**config.mk**
```make
export PLATFORM = sky130hd
export DESIGN_NAME = object_plotter
export DESIGN_NICKNAME = d
export VERILOG_FILES = /design/src/rtl/object_plotter.sv
export SDC_FILE = /design/constraint.sdc
export NUM_CORES = 1
export LEC_CHECK = 0
export BUFFER_PORTS_ARGS = -buffer_cell sky130_fd_sc_hd__buf_2
export CORE_ASPECT_RATIO = 0.6
export CORE_MARGIN = 3
export CORE_UTILIZATION = 50
export DETAILED_ROUTE_END_ITERATION = 16
export GPL_ROUTABILITY_DRIVEN = 0
export HOLD_SLACK_MARGIN = 0.12
export PLACE_DENSITY = 0.8
export SLEW_MARGIN = 20
export SYNTH_ARGS = -nofsm -noshare
export SYNTH_HDL_FRONTEND = slang
export SYNTH_SLANG_ARGS = --single-unit
```
**constraint.sdc**
```tcl
create_clock -name CLOCK_50 -period 2.2 [get_ports CLOCK_50]
set_input_delay 0.11 -clock CLOCK_50 [delete_from_list [all_inputs] [get_ports CLOCK_50]]
set_output_delay 0.11 -clock CLOCK_50 [all_outputs]
set_load 0.1 [all_outputs]
```
**src/rtl/object_plotter.sv**
```systemverilog
// Object plotter: walks a 2**OBJ_XBITS x 2**OBJ_YBITS object memory and
// emits one VGA pixel per cycle. Off-screen and transparent pixels are
// suppressed. Erase mode fills the object box with a single colour instead.
module object_plotter #(
  parameter int          XBITS       = 8,
  parameter int          OBJ_XBITS   = 4,
  parameter int          OBJ_YBITS   = 4,
  parameter int          MEM_LATENCY = 1,
  parameter int          SCREEN_W    = 160,
  parameter int          SCREEN_H    = 120,
  parameter logic [23:0] TRANSPARENT = 24'hFF00FF
) (
  input  logic                           CLOCK_50,
  input  logic                           reset,
  input  logic                           start,
  input  logic                           erase,
  input  logic [XBITS-1:0]               x_pos,
  input  logic [XBITS-2:0]               y_pos,
  input  logic [23:0]                    bg_color,
  output logic [OBJ_XBITS+OBJ_YBITS-1:0] mem_addr,
  input  logic [23:0]                    mem_data,
  output logic [XBITS-1:0]               VGA_X,
  output logic [XBITS-2:0]               VGA_Y,
  output logic [23:0]                    VGA_COLOR,
  output logic                           plot,
  output logic                           busy,
  output logic                           done
);

  localparam int AW = OBJ_XBITS + OBJ_YBITS;
  localparam int CW = MEM_LATENCY * OBJ_XBITS;
  localparam int RW = MEM_LATENCY * OBJ_YBITS;
  localparam logic [XBITS:0]   SW_LIM = (XBITS+1)'(SCREEN_W);
  localparam logic [XBITS-1:0] SH_LIM = XBITS'(SCREEN_H);

  typedef enum logic [1:0] {IDLE, DRAW, FLUSH, DONE} state_t;

  state_t             state;
  state_t             state_next;
  logic [AW-1:0]      counter;
  logic [XBITS-1:0]   x_base;
  logic [XBITS-2:0]   y_base;
  logic               erase_mode;
  logic [23:0]        bg_latched;
  logic [MEM_LATENCY-1:0] stage_valid;
  logic [CW-1:0]      stage_col;
  logic [RW-1:0]      stage_row;

  logic               out_valid;
  logic [OBJ_XBITS-1:0] out_col;
  logic [OBJ_YBITS-1:0] out_row;
  logic [XBITS:0]     x_sum;
  logic [XBITS-1:0]   y_sum;
  logic               opaque;

  // State register
  always_ff @(posedge CLOCK_50 or posedge reset) begin
    if (reset) state <= IDLE;
    else       state <= state_next;
  end

  // Next state: start only counts in IDLE; flush waits for the read pipeline to drain
  always_comb begin
    state_next = state;
    case (state)
      IDLE:    if (start) state_next = DRAW;
      DRAW:    if (&counter) state_next = FLUSH;
      FLUSH:   if (stage_valid == '0) state_next = DONE;
      DONE:    state_next = IDLE;
      default: state_next = IDLE;
    endcase
  end

  // Capture object parameters at start so input changes mid-draw are harmless
  always_ff @(posedge CLOCK_50 or posedge reset) begin
    if (reset) begin
      x_base     <= '0;
      y_base     <= '0;
      erase_mode <= 1'b0;
      bg_latched <= '0;
    end else if (state == IDLE && start) begin
      x_base     <= x_pos;
      y_base     <= y_pos;
      erase_mode <= erase;
      bg_latched <= bg_color;
    end
  end

  // Address counter; wrapping past the maximum leaves it at 0 for the next object
  always_ff @(posedge CLOCK_50 or posedge reset) begin
    if (reset)              counter <= '0;
    else if (state == DRAW) counter <= counter + 1'b1;
  end

  // Coordinate pipeline delays col/row by the memory latency to meet mem_data
  always_ff @(posedge CLOCK_50 or posedge reset) begin
    if (reset) begin
      stage_valid <= '0;
      stage_col   <= '0;
      stage_row   <= '0;
    end else begin
      stage_valid <= (stage_valid << 1) | MEM_LATENCY'(state == DRAW);
      stage_col   <= (stage_col << OBJ_XBITS) | CW'(counter[OBJ_XBITS-1:0]);
      stage_row   <= (stage_row << OBJ_YBITS) | RW'(counter[AW-1:OBJ_XBITS]);
    end
  end

  // Pixel output: clip on unwrapped coordinates, skip transparent colour in draw mode
  always_comb begin
    out_valid = stage_valid[MEM_LATENCY-1];
    out_col   = stage_col[CW-1 -: OBJ_XBITS];
    out_row   = stage_row[RW-1 -: OBJ_YBITS];
    x_sum     = {1'b0, x_base} + (XBITS+1)'(out_col);
    y_sum     = {1'b0, y_base} + XBITS'(out_row);
    opaque    = erase_mode || (mem_data != TRANSPARENT);
    plot      = out_valid && (x_sum < SW_LIM) && (y_sum < SH_LIM) && opaque;
    VGA_X     = out_valid ? x_sum[XBITS-1:0] : '0;
    VGA_Y     = out_valid ? y_sum[XBITS-2:0] : '0;
    VGA_COLOR = out_valid ? (erase_mode ? bg_latched : mem_data) : '0;
  end

  assign mem_addr = counter;
  assign busy     = (state != IDLE);
  assign done     = (state == DONE);

endmodule

```
==> results.json <==
{
  "achievable-frequency_ghz": 0.366,
  "grt_pass1_wl_um": 16300,
  "synthFlopType": "dfrtp_1",
  "synth_edf_count": 0,
  "yosysMostFrequentCell": "dfrtp_1",
  "cts_tree": "yes",
  "pre_cts_slack_ps": -144,
  "muxShareOfSynthArea_pct": 22.1,
  "hold_viol": 0,
  "synth_fp_nets": 358,
  "finalNonFillerCells": 533,
  "setup_ws_ps": -531,
  "tightest_slew_ps": 714,
  "netlist.area_leader.share_pct": 45.7,
  "die-area_mm2": 0.00749,
  "routed_via_density": 5.89,
  "clk_pin_slew_worst_paths_ps": 70,
  "ant_nets": 0,
  "worstSetupPathType": "reg2out",
  "routed_wl_um": 13200,
  "rsz0062_at_grt": "yes",
  "cts_made_buffers": 9,
  "coreArea_mm2": 0.00591,
  "start_util_pct": 54.6,
  "violations": "negative setup slack",
  "synth.avg_cell_area_um2": 11.7,
  "vias": 3142,
  "synthXorXnorAreaFrac_pct": 4.61,
  "layout-drive-gt1-share_pct": 54.9,
  "dpl.hpwl_um": 6640,
  "synth_top_family_by_area": "multiplexers",
  "hp-class": "in2reg",
  "clk_path_buf_depth": 2,
  "grt-ovfl-total": 0,
  "rows": 21,
  "cp.required_ps": 2090,
  "whs_ps": 326,
  "synth_area_mm2": 0.00323,
  "antenna_found_initial": 1,
  "crit_fanout": 2,
  "slew-limit-headroom_pct": 52.3,
  "yosysWarnings": 0,
  "async_flop_share_pct": 100,
  "clock_skew_ps": 6.98,
  "crit_arrival_ps": 2620,
  "fp.dieH_um": 68.2,
  "firstDrtPassIters": 4,
  "min_period_ps": 2730,
  "nets": 530,
  "ys_seq_elements": 59,
  "clock_sinks": 59,
  "startpoint_type": "flop",
  "syn_inst": 275,
  "synth.yosys.seq_area_share_pct": 45.7,
  "htree_levels": 3,
  "worstHoldStart": "start",
  "track_usage_pct": 29.7,
  "fillers": 198,
  "synth_fa_ha_area_share_pct": 6.67,
  "io_pins": 117,
  "maxSlewViolCount": 0,
  "r2r-start": "mem_addr[0]$_DFFE_PP0P_",
  "grt_pass1_vias": 3199,
  "die_w_um": 110,
  "ys_types": 38,
  "setup_viol": 7,
  "cts_root_buf": "clkbuf_8",
  "period_share_pct": 124,
  "postLayoutCoreUtil_pct": 92.3,
  "maxCapViolations": 0,
  "crit_path_end_kind": "output port",
  "status": "finished with violations",
  "drt-wirelength-per-cell_um": 24.7,
  "yosysTopAreaCell": "dfrtp_1",
  "portBuffers": 116,
  "grt_max_degree": 41,
  "remaining_drc_errors": 0,
  "drtIter0Drc": 282,
  "clock_latency_ps": 350,
  "synth-compound-area-share_pct": 4.38,
  "synthSimpleGateAreaFrac_pct": 14.1,
  "yosys-top-cells-area": "dfrtp_1 46%, mux2_2 15%, mux2i_1 7.4%, ha_1 5.4%, nor2b_1 4.7%",
  "area_delta_synth_final_pct": 69.1,
  "dp_cells": 469,
  "yosys-top-cells-count": "59 x dfrtp_1, 42 x mux2_2, 24 x mux2i_1, 24 x nor2b_1",
  "timing.critical_path.from": "x_base[1]$_DFFE_PP0P_"
}
## layer usage
| metal | vias to the layer above | track usage, % | routed length, um |
|---|---|---|---|
| met4 | 0 | 15.2 | 896 |
| met3 | 79 | 8.86 | 1170 |
| met5 | - | 0 | 0 |
| met1 | 1528 | 33.8 | 4560 |
| met2 | 216 | 51.7 | 6560 |
| li1 | 1319 | - | - |
## critical path, stage by stage, from the launching register on
cell,delay (ps)
dfrtp_1,380
ha_1,290
a21o_1,180
a211o_1,360
and2_4,190
o311a_1,340
nor4_4,310
buf_12,220
## cells in the final DEF, fill, tap and decap left out, drive strengths merged, types with 4 or more instances in the layout
cell	netlist	layout
a21oi	5	5
and2	15	15
buf	3	132
clkbuf	10	12
dfrtp	59	59
dlygate4sd3	0	41
ha	14	14
inv	6	6
mux2	42	42
mux2i	24	24
nand2	12	12
nand3	7	7
nand4	7	7
nor2b	24	24
o21ai	4	4
xnor2	11	11
xor2	6	6
## what timing repair did
| action | CTS | global route |
|---|---|---|
| buffers inserted | 5 | 4 |
| endpoints found under the setup margin | 8 | 11 |
| pin swaps | 12 | 13 |
| hold buffers | 41 | 0 |
| hold endpoints to repair | 72 | 0 |
| gates resized for setup | 25 | 28 |
## registers in the layout (all words and copies together) (netlist names)
name        flops
out_valid       1
x_base          8
bg_latched     24
erase_mode      1
out_row         4
y_base          7
state           2
out_col         4
mem_addr        8
## worst paths after layout
check	end	slack [ps]	cells past startpoint
setup / recovery	plot	-530	7
hold / removal	state[0]$_DFFE_PP0P_	330	3
setup reg to reg	state[1]$_DFFE_PP0P_	190	6
hold reg to reg	out_col[1]$_DFF_PP0_	450	0
max in group asynchronous	bg_latched[21]$_DFFE_PP0P_	1170	4
min in group asynchronous	bg_latched[5]$_DFFE_PP0P_	430	3
## cells by family after synthesis
group | count (synthesis)
compound gates | 21
mux | 66
xor+xnor | 17
simple gates | 77
buf+inv | 19
flops | 59
fa+ha+maj | 16
## final cells by class
type / count / area [um^2] / area share, %
inverter: 6 / 22.5 / 0.413
timing repair buffer: 174 / 1680 / 30.7
clock buffer: 11 / 131 / 2.41
antenna: 1 / 2.50 / 0.0459
sequential: 59 / 1480 / 27.1
multi-input combinational: 197 / 1970 / 36.0
clock inverter: 5 / 77.6 / 1.42
tap: 80 / 100 / 1.83
## per-stage QoR
step / cell area [um^2] / setup TNS [ps]
floorplan: 3300 / -843
detailed placement: 4530 / -144
finish: 5460 / -1990
CTS: 5270 / -1190
global placement: 4530 / -60.0
global route: 5460 / -2530
Power is left out: the tool's default activity adds up to more than one toggle a clock period on the data nets, which glitch-free logic cannot reach.
